### config.mk
export PLATFORM = sky130hd
export DESIGN_NAME = cmp_frame_stats_flat
export DESIGN_NICKNAME = d
export VERILOG_FILES = /design/src/rtl/cmp_pkg.sv /design/src/rtl/cmp_frame_stats_if.sv /design/src/rtl/cmp_flag_check.sv /design/src/rtl/cmp_frame_stats.sv /design/src/flat_wrapper.sv
export SDC_FILE = /design/constraint.sdc
export NUM_CORES = 1
export LEC_CHECK = 0
export ABC_AREA = 1
export BUFFER_PORTS_ARGS = -buffer_cell sky130_fd_sc_hd__buf_2
export CAP_MARGIN = 0
export CORE_MARGIN = 5
export CORE_UTILIZATION = 31
export CTS_CLUSTER_DIAMETER = 60
export DETAILED_ROUTE_END_ITERATION = 16
export HOLD_SLACK_MARGIN = 0.03
export SLEW_MARGIN = 20
export SYNTH_ARGS = -nofsm -noshare
export SYNTH_HDL_FRONTEND = slang
export SYNTH_SLANG_ARGS = --single-unit
### constraint.sdc
create_clock -name clk -period 3.52 [get_ports clk]
set_clock_uncertainty 0.05 [all_clocks]
set_input_delay 0.704 -clock clk [delete_from_list [all_inputs] [get_ports clk]]
set_output_delay 0.704 -clock clk [all_outputs]
set_load 0.005 [all_outputs]
### src/rtl/cmp_pkg.sv
// Shared types for the sumu4 comparator and its consumers.
// Provides the FSM state enum, operand width, flag struct and a reference compare.
package cmp_pkg;

    localparam int unsigned CMP_W = 8;

    typedef enum logic [0:0] {
        ACCUM,
        HOLD
    } state_t;

    typedef struct packed {
        logic gt;
        logic lt;
        logic eq;
    } cmp_flags_t;

    function automatic cmp_flags_t cmp_ref(input logic [CMP_W-1:0] a,
                                           input logic [CMP_W-1:0] b);
        cmp_flags_t f;
        f.gt = (a > b);
        f.lt = (a < b);
        f.eq = (a == b);
        return f;
    endfunction

    function automatic logic is_onehot(input cmp_flags_t f);
        return (f == 3'b100) || (f == 3'b010) || (f == 3'b001);
    endfunction

endpackage

### src/rtl/cmp_frame_stats_if.sv
// Sample stream in and frame summary out for cmp_frame_stats.
// The master side feeds samples and takes summaries; the slave side is the block.
interface cmp_frame_stats_if
    import cmp_pkg::*;
#(
    parameter int unsigned FRAME_LEN = 16
);

    localparam int unsigned CW = $clog2(FRAME_LEN + 1);

    logic             in_valid;
    logic             in_ready;
    logic [CMP_W-1:0] x;
    logic [CMP_W-1:0] y;
    logic             xgy;
    logic             xsy;
    logic             xey;

    logic             out_valid;
    logic             out_ready;
    logic [CW-1:0]    gt_cnt;
    logic [CW-1:0]    lt_cnt;
    logic [CW-1:0]    eq_cnt;
    logic [CMP_W-1:0] x_max;

    modport master (
        output in_valid, x, y, xgy, xsy, xey, out_ready,
        input  in_ready, out_valid, gt_cnt, lt_cnt, eq_cnt, x_max
    );

    modport slave (
        input  in_valid, x, y, xgy, xsy, xey, out_ready,
        output in_ready, out_valid, gt_cnt, lt_cnt, eq_cnt, x_max
    );

endinterface

### src/rtl/cmp_flag_check.sv
// Combinational consistency check of comparator flags against the operands.
// bad is high when the flags are not one-hot or disagree with a local recompute.
module cmp_flag_check
    import cmp_pkg::*;
(
    input  logic [CMP_W-1:0] x,
    input  logic [CMP_W-1:0] y,
    input  cmp_flags_t       flags,
    output logic             bad
);

    cmp_flags_t ref_flags;
    logic       not_onehot;
    logic       mismatch;

    assign ref_flags  = cmp_ref(x, y);
    assign not_onehot = !is_onehot(flags);
    assign mismatch   = (flags != ref_flags);
    assign bad        = not_onehot || mismatch;

endmodule

### src/rtl/cmp_frame_stats.sv
// Frame statistics over the sumu4 comparator stream: gt/lt/eq counts and max x per frame.
// Define CMP_FRAME_CHECK_EN to add the sticky flag-consistency err output.
module cmp_frame_stats
    import cmp_pkg::*;
#(
    parameter int unsigned FRAME_LEN = 16
) (
    input logic               clk,
    input logic               rst,
    cmp_frame_stats_if.slave  bus
`ifdef CMP_FRAME_CHECK_EN
    ,
    output logic              err
`endif
);

    localparam int unsigned CW = $clog2(FRAME_LEN + 1);

    state_t           state_q, state_d;
    logic [CW-1:0]    gt_q, gt_d;
    logic [CW-1:0]    lt_q, lt_d;
    logic [CW-1:0]    eq_q, eq_d;
    logic [CW-1:0]    smp_q, smp_d;
    logic [CMP_W-1:0] xmax_q, xmax_d;
    logic             accept;
    logic             last;

    assign accept = bus.in_valid && (state_q == ACCUM);
    assign last   = (smp_q == CW'(FRAME_LEN - 1));

    always_comb begin
        state_d = state_q;
        gt_d    = gt_q;
        lt_d    = lt_q;
        eq_d    = eq_q;
        smp_d   = smp_q;
        xmax_d  = xmax_q;
        unique case (state_q)
            ACCUM: begin
                if (accept) begin
                    gt_d  = gt_q + CW'(bus.xgy);
                    lt_d  = lt_q + CW'(bus.xsy);
                    eq_d  = eq_q + CW'(bus.xey);
                    smp_d = smp_q + CW'(1);
                    // First sample of a frame loads x outright.
                    if ((smp_q == '0) || (bus.x > xmax_q)) begin
                        xmax_d = bus.x;
                    end
                    if (last) begin
                        state_d = HOLD;
                    end
                end
            end
            HOLD: begin
                if (bus.out_ready) begin
                    state_d = ACCUM;
                    gt_d    = '0;
                    lt_d    = '0;
                    eq_d    = '0;
                    smp_d   = '0;
                    xmax_d  = '0;
                end
            end
            default: state_d = ACCUM;
        endcase
    end

    always_ff @(posedge clk) begin
        if (rst) begin
            state_q <= ACCUM;
            gt_q    <= '0;
            lt_q    <= '0;
            eq_q    <= '0;
            smp_q   <= '0;
            xmax_q  <= '0;
        end else begin
            state_q <= state_d;
            gt_q    <= gt_d;
            lt_q    <= lt_d;
            eq_q    <= eq_d;
            smp_q   <= smp_d;
            xmax_q  <= xmax_d;
        end
    end

    // Handshake outputs come from state alone, never from in_valid/out_ready.
    assign bus.in_ready  = (state_q == ACCUM);
    assign bus.out_valid = (state_q == HOLD);
    assign bus.gt_cnt    = gt_q;
    assign bus.lt_cnt    = lt_q;
    assign bus.eq_cnt    = eq_q;
    assign bus.x_max     = xmax_q;

`ifdef CMP_FRAME_CHECK_EN
    cmp_flags_t flags;
    logic       flag_bad;

    assign flags = {bus.xgy, bus.xsy, bus.xey};

    cmp_flag_check u_check (
        .x     (bus.x),
        .y     (bus.y),
        .flags (flags),
        .bad   (flag_bad)
    );

    always_ff @(posedge clk) begin
        if (rst) begin
            err <= 1'b0;
        end else if (accept && flag_bad) begin
            err <= 1'b1;
        end
    end
`endif

endmodule

### src/flat_wrapper.sv
// flat-port wrapper written by rule: the top's interface ports become plain ports
module cmp_frame_stats_flat import cmp_pkg::*;
#(
    parameter int unsigned FRAME_LEN = 16
)
  (clk, rst, bus_in_valid, bus_x, bus_y, bus_xgy, bus_xsy, bus_xey, bus_out_ready, bus_in_ready, bus_out_valid, bus_gt_cnt, bus_lt_cnt, bus_eq_cnt, bus_x_max);
  cmp_frame_stats_if #(.FRAME_LEN(FRAME_LEN)) bus_i ();
  input logic clk;
  input logic rst;
  input wire logic [$bits(bus_i.in_valid)-1:0] bus_in_valid;
  input wire logic [$bits(bus_i.x)-1:0] bus_x;
  input wire logic [$bits(bus_i.y)-1:0] bus_y;
  input wire logic [$bits(bus_i.xgy)-1:0] bus_xgy;
  input wire logic [$bits(bus_i.xsy)-1:0] bus_xsy;
  input wire logic [$bits(bus_i.xey)-1:0] bus_xey;
  input wire logic [$bits(bus_i.out_ready)-1:0] bus_out_ready;
  output wire logic [$bits(bus_i.in_ready)-1:0] bus_in_ready;
  output wire logic [$bits(bus_i.out_valid)-1:0] bus_out_valid;
  output wire logic [$bits(bus_i.gt_cnt)-1:0] bus_gt_cnt;
  output wire logic [$bits(bus_i.lt_cnt)-1:0] bus_lt_cnt;
  output wire logic [$bits(bus_i.eq_cnt)-1:0] bus_eq_cnt;
  output wire logic [$bits(bus_i.x_max)-1:0] bus_x_max;
  assign bus_i.in_valid = bus_in_valid;
  assign bus_i.x = bus_x;
  assign bus_i.y = bus_y;
  assign bus_i.xgy = bus_xgy;
  assign bus_i.xsy = bus_xsy;
  assign bus_i.xey = bus_xey;
  assign bus_i.out_ready = bus_out_ready;
  assign bus_in_ready = bus_i.in_ready;
  assign bus_out_valid = bus_i.out_valid;
  assign bus_gt_cnt = bus_i.gt_cnt;
  assign bus_lt_cnt = bus_i.lt_cnt;
  assign bus_eq_cnt = bus_i.eq_cnt;
  assign bus_x_max = bus_i.x_max;
  cmp_frame_stats #(.FRAME_LEN(FRAME_LEN)) u_core (.clk(clk), .rst(rst), .bus(bus_i));
endmodule
# Yosys cells after proc, flatten, opt, wreduce, memory -nomap -nowiden
# Cells that the tools add are included.
dict set report word_totals {
  register_bits 29
  input_bits 23
  output_inout_bits 25
  word_cells 38
}
dict set report classes {
  addsub 4
  magnitude_cmp 1
  eq_ne 4
  n_mux 17
  bitwise 1
  n_reduce_logical 5
}
# operator count
set ops {}
lappend ops {{$pmux W5 S2} 4}
lappend ops {{$mux W5} 5}
lappend ops {{$mux W8} 3}
lappend ops {{$pmux W8 S2} 1}
lappend ops {{$add A5 B1 Y5} 3}
lappend ops {{$gt A8 B8 Y1} 1}
lappend ops {{$add A5 B1 Y5 const B} 1}
lappend ops {{$eq A5 B4 Y1 const B} 1}
lappend ops {{$logic_not A5 Y1} 1}
lappend ops {{$ne A2 B1 Y1 const B} 2}
lappend ops {{$mux W1} 3}
lappend ops {{$reduce_and A3 Y1} 1}
lappend ops {{$ne A2 B2 Y1 const B} 1}
lappend ops {{$pmux W1 S2} 1}
lappend ops {{$reduce_and A2 Y1} 1}
lappend ops {{$logic_and A1 B1 Y1} 1}
lappend ops {{$logic_or A1 B1 Y1} 1}
lappend ops {{$not A1 Y1} 1}

# Logic depth before layout (Yosys ltp)
dict set report depth {
  ltp_word 5
  depth_mapped 15
  ltp_nobuf 14
}

# Least setup slack after synthesis
# No wires, ideal clock.
dict set report synth_path {
  path_kind {input to register}
  startpoint {in bus_x[7]}
  endpoint {reg u_core.xmax_q[0] (netlist: u_core.bus.x_max[0])}
  setup_ns 0.115
  arrival_time_ns 1.731
  t_required_ns 3.355
  setup_slack_ns 1.624
  stages 9
  n_path_buf 1
  path_cell_list {ha_1 -> a21o_1 -> nor2_1 -> nand2_1 -> nand2_2 -> nand2_4 -> buf_6 -> a21oi_1 -> nor2_1}
}
dict set report synth_via {
  elab_chain_cells 4
}
# item line_no
set synth_lines {}
lappend synth_lines {{start, declared} flat_wrapper.sv:11} ;# input wire logic [$bits(bus_i.x)-1:0] bus_x;
lappend synth_lines {{$gt A8 B8 Y1} cmp_frame_stats.sv:46} ;# if ((smp_q == '0) || (bus.x > xmax_q)) begin
lappend synth_lines {{$logic_or A1 B1 Y1} cmp_frame_stats.sv:46}
lappend synth_lines {{$ne A2 B1 Y1 (no source line)} n/a}
lappend synth_lines {{$reduce_and A3 Y1 (no source line)} n/a}
lappend synth_lines {{end signal, assigned} cmp_frame_stats.sv:82} ;# xmax_q <= xmax_d;
lappend synth_lines {{end, declared} cmp_frame_stats.sv:24} ;# logic [CMP_W-1:0] xmax_q, xmax_d;
# No other way between the ends.
# A chain may end at the register's enable or synchronous reset.

# Final worst setup path
dict set report layout_path {
  startpoint {reg u_core.state_q (netlist: u_core.bus.out_valid)}
  endpoint {out bus_in_ready}
}
dict set report layout_via {
  elab_chain_cells 1
}
# item line_no
set layout_lines {}
lappend layout_lines {{start, declared} cmp_frame_stats.sv:19} ;# state_t state_q, state_d;
lappend layout_lines {{start signal, assigned} cmp_frame_stats.sv:77} ;# state_q <= state_d;
lappend layout_lines {{$not A1 Y1} cmp_frame_stats.sv:87} ;# assign bus.in_ready = (state_q == ACCUM);
lappend layout_lines {{end, declared} flat_wrapper.sv:17} ;# output wire logic [$bits(bus_i.in_ready)-1:0] bus_in_ready;
# No other way between the ends.

==> impl_metrics.ini <==
[floorplan]
die-width_um = 82.5
floorplan.core_area_um2 = 5110
io_pins = 48
num_rows = 26
dieArea_um2 = 6810
start_util = 0.319
die_h_um = 82.5

[synth]
synthMostInstantiatedCell = nand2_1
yosysWarnings = 0
synth_area_leaders = dfxtp_1, ha_1, nand2_1, a21oi_1, inv_1
avgSynthCellArea_um2 = 7.62
syn_area_um2 = 1630
ys_async_sr_fraction = 0
synth_common_cells = nand2_1, a21oi_1, dfxtp_1
synth_top_area_cell = dfxtp_1
synth_cells = 214
synthesis.nets = 254
ys_ff_latch = 29
synth-seq-area-share = 0.356
synth_ff_type = dfxtp_1
synth-edff-count = 0
synth_top_area_share = 0.356
netlist-cell-type-count = 28

[global_route]
grt_pass1_wl_mm = 6.08
grt_pass1_vias = 1371
overflow = 0
antenna_found_initial = 0
grt_max_degree = 24
grt.total_usage = 0.119

[placed_design]
placed_area_um2 = 1850
portBuffers = 39
dpl_worst_slack_ps = 1460
dpl.hpwl_mm = 2.66
finalWeightedCongestion = 0.743

[clock_tree]
cts_sinks = 29
cts_buffers = 5
ctsHoldBuffers = 0
clk_pin_slew_worst_paths_ps = 60
cts_tree = done
post_cts_buffers = 0
cts_buffer_depth = 2
cts_root_buffer = clkbuf_8
clkLatencyLatePin_ps = 280
htreeDepth = 2
cts_resized = 0

[timing]
rsz0062_at_grt = false
clock.fmax_mhz = 564
max-slew-margin-rel = 0.716
fin_ws_ps = 1750
fin_crit_ps = 1770
worst_pin_slew_ps = 426
fin_setup_tns_ps = 0
slew_violations = 0
fin_crit_sh = 0.504
setup_viol = 0
hold_viol = 0

[job]
cap_violations = 0

[setup_path]
cp_max_fo = 10
critPathMaxStageDelay_ps = 430
crit_chain = inv_2 -> buf_2
arrival_ps = 1020
critPathRequiredTime_ps = 2770
crit_path_end_kind = output port
startpoint_type = register
worst_path_max_delay_cell = dfxtp_1
crit_type = reg2out

[routing]
drtAntennaViolNets = 0
vias = 1471
drt_iter0_drc = 26
remaining_drc_errors = 0
wl_per_cell_um = 11.4
viasPerCell = 4.55
drt_wl_total_mm = 3.69
drt-pass1-iter-count = 4

[cells_and_area]
final_net_count = 293
drive_gt1_frac = 0.233
design_area_um2 = 1940
syn_to_final_growth_pct = 18.9
diodes = 0

[power]
ir_drop_mv = 0.233
power.density_nw_per_um2 = 386
totalPowerFinal_uw = 748
leakage_uw = 0.000918

[run_status]
status = finished clean

[worst_hold_path]
holdCritPathClass = reg2reg
-- layout make-up --
class | count | area, um2
Clock buffer | 7 | 86.3
Fill cell | 556 | 3170
Inverter | 24 | 90.1
Multi-Input combinational cell | 154 | 898
Sequential cell | 29 | 581
Tap cell | 70 | 87.6
Timing Repair Buffer | 39 | 195
-- per-stage QoR --
stage,utilization,hold WS [ps],cells
3_5_place_dp,0.363,406,316
4_1_cts,0.379,414,323
2_1_floorplan,-,397,214
6_report,0.379,413,323
3_3_place_gp,0.363,401,316
5_1_grt,0.379,449,323
-- path summary, 6_finish.rpt --
kind / from / to / slack, ps / depth (start not counted)
setup / recovery: u_core.bus.out_valid / bus_in_ready / 1750 / 2
hold / removal: u_core.bus.gt_cnt[4] / u_core.bus.gt_cnt[4] / 410 / 1
hold reg to reg: u_core.bus.gt_cnt[4] / u_core.bus.gt_cnt[4] / 410 / 1
setup reg to reg: u_core.bus.out_valid / u_core.smp_q[2] / 1870 / 6
-- state kept, by name, summed over array words and instances (netlist names) --
register / flops
u_core.bus.x_max: 8
u_core.bus.eq_cnt: 5
u_core.smp_q: 5
u_core.bus.out_valid: 1
u_core.bus.lt_cnt: 5
u_core.bus.gt_cnt: 5
-- cells by family after synthesis --
group / Yosys count / share of synthesized area
DFF: 29 / 0.356
buffers and inverters: 31 / 0.0929
AOI/OAI and AO/OA: 42 / 0.146
and+or+nand+nor: 95 / 0.275
adders and majority gates: 17 / 0.130
-- where the power goes --
part / total (uW) / leakage, uW / internal [uW] / switching, uW
clock: 271 / 0.0000443 / 155 / 117
combinational: 122 / 0.000637 / 49.7 / 72.2
sequential: 355 / 0.000237 / 344 / 11.0
total: 748 / 0.000918 / 548 / 200
-- cell usage in the layout, fill, tap and decap left out --
master / netlist / routed
nor3_1: 3 / 3
nor3_2: 1 / 1
a21o_1: 1 / 1
nand2_4: 3 / 3
a221oi_2: 1 / 1
nand3_2: 2 / 2
nand3_1: 8 / 8
clkbuf_1: 1 / 1
and3_1: 1 / 1
inv_1: 21 / 21
a21oi_1: 29 / 29
nor4_4: 1 / 1
ha_1: 17 / 17
nor4_2: 1 / 1
o22ai_1: 1 / 1
a211oi_1: 5 / 5
buf_2: 1 / 39
inv_2: 3 / 3
o21ai_0: 4 / 4
nor2_1: 20 / 20
nand2_2: 1 / 1
nand4_1: 1 / 1
nor2_2: 1 / 1
clkbuf_8: 0 / 6
nand2_1: 52 / 52
dfxtp_1: 29 / 29
a31oi_1: 1 / 1
-- worst max-delay path, delay by kind of cell (launching register included) --
| kind | cells | cell delay (ps) |
|---|---|---|
| buffers and inverters | 2 | 320 |
| DFF | 1 | 430 |
-- metal layers --
layer | global-route usage | vias to the layer above | share of wire
li1 | - | 785 | -
met1 | 0.145 | 643 | 0.50
met2 | 0.184 | 39 | 0.41
met3 | 0.0564 | 4 | 0.079
met4 | 0.0392 | 0 | 0.0084
met5 | 0 | - | 0
Note: power is estimated with default switching activity, not from simulation.
